### src/rtl/step_pulse_gen.sv
// step_pulse_gen: debounced push-button / free-running step clock generator for a CPU.
module step_pulse_gen #(
  parameter int DEBOUNCE_CYCLES = 1000000,
  parameter int PULSE_CYCLES = 4,
  parameter int AUTO_PERIOD = 50000000
) (
  input  logic        CLK,
  input  logic        Reset,
  input  logic        button,
  input  logic        auto_en,
  output logic        step_clk,
  output logic        btn_level,
  output logic [15:0] step_count
);
  typedef enum logic [1:0] {IDLE, PRESS_WAIT, HELD, RELEASE_WAIT} state_t;
  localparam logic [23:0] DB_LAST = 24'(DEBOUNCE_CYCLES - 1);
  localparam logic [7:0] PW_LAST = 8'(PULSE_CYCLES - 1);
  localparam logic [31:0] AP_LAST = 32'(AUTO_PERIOD - 1);
  state_t state_q, state_d;
  logic [23:0] cnt_q, cnt_d;
  logic sync1_q, sync2_q;
  logic [31:0] div_q, div_d;
  logic [7:0] pulse_q, pulse_d, guard_q, guard_d;
  logic step_clk_q, step_clk_d, btn_level_q, btn_level_d;
  logic [15:0] step_count_q, step_count_d;
  logic man_req, div_wrap, req;
  always_comb begin
    state_d = state_q;
    cnt_d = cnt_q;
    man_req = 1'b0;
    case (state_q)
      IDLE: if (sync2_q) begin
        state_d = PRESS_WAIT;
        cnt_d = '0;
      end
      PRESS_WAIT: if (!sync2_q) state_d = IDLE;
        else if (cnt_q == DB_LAST) begin
          state_d = HELD;
          man_req = 1'b1;
        end else cnt_d = cnt_q + 24'd1;
      HELD: if (!sync2_q) begin
        state_d = RELEASE_WAIT;
        cnt_d = '0;
      end
      RELEASE_WAIT: if (sync2_q) state_d = HELD;
        else if (cnt_q == DB_LAST) state_d = IDLE;
        else cnt_d = cnt_q + 24'd1;
      default: state_d = IDLE;
    endcase
    btn_level_d = state_d == HELD || state_d == RELEASE_WAIT;
  end
  // Requests landing during a pulse or its guard window are simply lost.
  always_comb begin
    div_wrap = div_q == AP_LAST;
    div_d = auto_en ? (div_wrap ? 32'd0 : div_q + 32'd1) : 32'd0;
    req = auto_en ? div_wrap : man_req;
    step_clk_d = step_clk_q ? pulse_q != PW_LAST : req && guard_q == 8'd0;
    pulse_d = step_clk_q && pulse_q != PW_LAST ? pulse_q + 8'd1 : 8'd0;
    guard_d = step_clk_q && pulse_q == PW_LAST ? PW_LAST : (guard_q != 8'd0 ? guard_q - 8'd1 : 8'd0);
    step_count_d = step_count_q + {15'd0, step_clk_d && !step_clk_q};
  end
  always_ff @(posedge CLK or negedge Reset) begin
    if (!Reset) begin
      state_q <= IDLE;
      cnt_q <= '0;
      sync1_q <= 1'b0;
      sync2_q <= 1'b0;
      div_q <= '0;
      pulse_q <= '0;
      guard_q <= '0;
      step_clk_q <= 1'b0;
      btn_level_q <= 1'b0;
      step_count_q <= '0;
    end else begin
      state_q <= state_d;
      cnt_q <= cnt_d;
      sync1_q <= button;
      sync2_q <= sync1_q;
      div_q <= div_d;
      pulse_q <= pulse_d;
      guard_q <= guard_d;
      step_clk_q <= step_clk_d;
      btn_level_q <= btn_level_d;
      step_count_q <= step_count_d;
    end
  end
  assign step_clk = step_clk_q;
  assign btn_level = btn_level_q;
  assign step_count = step_count_q;
endmodule

### config.mk
export PLATFORM = sky130hd
export DESIGN_NAME = step_pulse_gen
export DESIGN_NICKNAME = d
export VERILOG_FILES = /design/src/rtl/step_pulse_gen.sv
export SDC_FILE = /design/constraint.sdc
export NUM_CORES = 1
export LEC_CHECK = 0
export ABC_AREA = 1
export BUFFER_PORTS_ARGS = -buffer_cell sky130_fd_sc_hd__buf_2
export CORE_MARGIN = 8
export CORE_UTILIZATION = 40
export DETAILED_ROUTE_END_ITERATION = 8
export PLACE_DENSITY_LB_ADDON = 0.15
export SKIP_CTS_REPAIR_TIMING = 1
export SYNTH_ARGS = -nofsm -noshare
export SYNTH_HDL_FRONTEND = slang
export SYNTH_SLANG_ARGS = --single-unit
### constraint.sdc
create_clock -name CLK -period 2.46 [get_ports CLK]
set_input_delay 0.615 -clock CLK [delete_from_list [all_inputs] [get_ports CLK]]
set_output_delay 0.615 -clock CLK [all_outputs]
set_load 0.005 [all_outputs]
==> metrics.txt <==
status finished, final reports clean; skew final 8.337 ps; ys flop type dfrtp_1; area leader, netlist dfrtp_1; Area growth, synth to finish 25.98%; final hold violations 0; ratio of cells with drive above 1 in the final layout 21.30%; Ys Warns 0; CORE AREA 13030 µm²; # setup viols final 0; Relative slew margins 75.95%; async set-reset flop share out of synthesis 100.0%; Clock Tree Root clkbuf_16; Setup crit end step_count[12]; fmax 420.7 MHz; Sink Count 94; grt ovf 0; Buf/Inv on CP 2; pre-CTS worst setup slack -104.2 ps; clk buf depth 2; die span in x 130.8 µm; DR vias 4843; Die Y 130.8 µm; TritonCTS clock tree built; CP Data Arrival Time 2650 ps; Num CTS Buffers 9; antenna violations before repair 0; max incr delay on CP 390 ps; Syn Area/Cell 7.379 µm²; Vias/cell 4.809; placed cells 981; total wire length 13080 µm; slowest library cell on the worst path dfrtp_1; Reg2Reg Capture Point step_count[12]; vias in the first global route 4834; fin cells 1007; cell count after synthesis 714; Die ar. 17100 µm²; drt pass-1 iters 5; Final Wtd Congestion 0.8742; DRC 0; Crit path max-delay family simple AND/OR/NAND/NOR gates; largest net degree at the start of global routing 58; # diodes 0; unrepaired setup endpoints after global routing true; clock period minus worst slack 2377 ps; WL per Instance 12.99 µm; worst min path class input pin to asynchronous set/reset pin; H-tree levels 3; Final Max Tran Viols 0; Worst-path clk slew 70 ps; NumNets Final 837; worst r2r src cnt_q[0]; GRT Overall Usage 16.56%; critical path depth 18; Clock Latency Late Sink 350 ps; first-pass GRT wire length 22360 µm; Critical Path Most Common Cell ha_4; HPWL Detailed 9777 µm; critical path required time 2730 ps; #FFs+latches synth 94; final worst setup slack 82.97 ps; R2R depth 18; Syn Nets 725; Yosys cell types 32; kind of critical path flop to flop; crit path cell chain ha_4, inv_2, nor2_8, nand2_2, nor2_4, nand4_1, nand2_1, nand3_2, inv_2, ha_4, ha_4, nand3_4, nor2_4, nand3_2, nor2_2, nand2_2, nor2_2, xor2_1; final antenna-violating net count 0; worst-margin pin slew 360.2 ps; flop2flop setup slack 80 ps; Worst setup SP type flop; CP max FO 3; Worst setup EP type flop; Post-synth EDFFs 0; sequential area share after synthesis 44.64%; DR iter-0 viols 247; static leakage 0.003026 µW; Starting Density 40.43%; Rows 42; max_cap viols 0; Netlist Area Pre-Place 5269 µm²; Peak VDD IR 0.0005667 V; Synth top area share 44.64%; Boundary Pins 22; PD cells 548.3 nW/µm²; Synth area leaders dfrtp_1 45%, nand2_1 13%, nor2_1 10%; Worst Setup SP cnt_q[0]; port bufs 21; ratio of final minimum period to clock period 96.63%
## report_power, final
group | internal [µW] | switching [µW] | total (µW) | leakage (µW)
registers | 1670 | 93.3 | 1760 | 0.00127
clock network | 751 | 641 | 1390 | 0.000139
logic | 207 | 282 | 489 | 0.00162
## per-stage QoR
stage                     total power, µW  setup TNS, ps  hold WS, ps  area [µm²]  util [%]
after floorplan                      2062              0        319.4        5289         -
after global placement               2247              0        340.8        6166     47.31
after detailed placement             2262         -196.0        334.7        6166     47.31
after CTS                            3659         -227.9        100.2        6460     49.57
after global routing                 3829         -244.4        104.3        6638     50.93
final                                3640              0        102.7        6638     50.93
## synthesized netlist by cell type, types with 2 or more instances
library cell,instances
inv_2,6
buf_2,3
o21ai_1,4
o21ai_0,16
nor3b_1,3
nand2_2,2
xor2_1,32
nand2_1,189
inv_1,73
nand4_1,13
nor2_2,5
dfrtp_1,94
ha_1,7
buf_6,2
nor3_1,24
a21oi_1,5
nor2_1,144
clkbuf_1,3
xnor2_1,16
nor4_1,5
o21ai_2,3
nand3_1,55
## layout make-up
cell class / instances / area [µm²]
clock buffers: 11 / 252.7
clock inverters: 5 / 41.29
fillers: 1297 / 6395
inverters: 80 / 300.3
multi-input cells: 531 / 2683
flip-flops and latches: 94 / 2352
well taps: 176 / 220.2
repair buffers: 110 / 788.3
## how the worst min path moves through the flow
stage / startpoint / endpoint / slack (ps)
after floorplan: Reset / btn_level / 320
after CTS: Reset / cnt_q[5] / 100
after global placement: sync1_q / sync2_q / 340
final: Reset / cnt_q[21] / 100
after global routing: Reset / cnt_q[20] / 100
after detailed placement: sync1_q / sync2_q / 330
## registers in the layout, summed over array words and instances, names as in the netlist
register,cells
step_count,16
pulse_q,8
sync2_q,1
guard_q,8
div_q,32
sync1_q,1
cnt_q,24
state_q,2
btn_level,1
step_clk,1
## cells in the final DEF (no fill, tap or decap), types with 4 or more instances in the layout
cell and count:
nand2_1 184, nor2_1 134, dfrtp_1 94, buf_4 89
inv_1 67, nand3_1 50, xor2_1 32, nor3_1 23
buf_2 20, xnor2_1 16, o21ai_0 16, nand4_1 13
nor2_2 13, inv_2 12, clkbuf_16 9, nand2_2 7
nor4_1 5, a21oi_1 5, o21ai_1 4, nand3_2 4
ha_1 4
## cell families after synthesis
| logic type | after synthesis | synth area share (%) |
|---|---|---|
| fa+ha+maj | 7 | 1.662 |
| simple gates | 445 | 35.64 |
| buf+inv | 89 | 6.768 |
| flops | 94 | 44.65 |
| compound gates | 31 | 3.301 |
| xor+xnor | 48 | 7.979 |
## worst reg2reg max path: cells and delay by family, from the launching register on
kind	cells	cell delay, ps
flops	1	390
buf+inv	2	130
simple gates	12	1190
fa+ha+maj	3	440
xor+xnor	1	150
## per-layer routing
metal	share of wire (%)	wire (µm)	track usage [%]
met1	49	6438	22.49
met2	45	5830	26.04
met4	1.7	227	6.617
met5	0	0	0
met3	4.5	587	2.476
No activity file was read; power rests on OpenSTA's default activity.
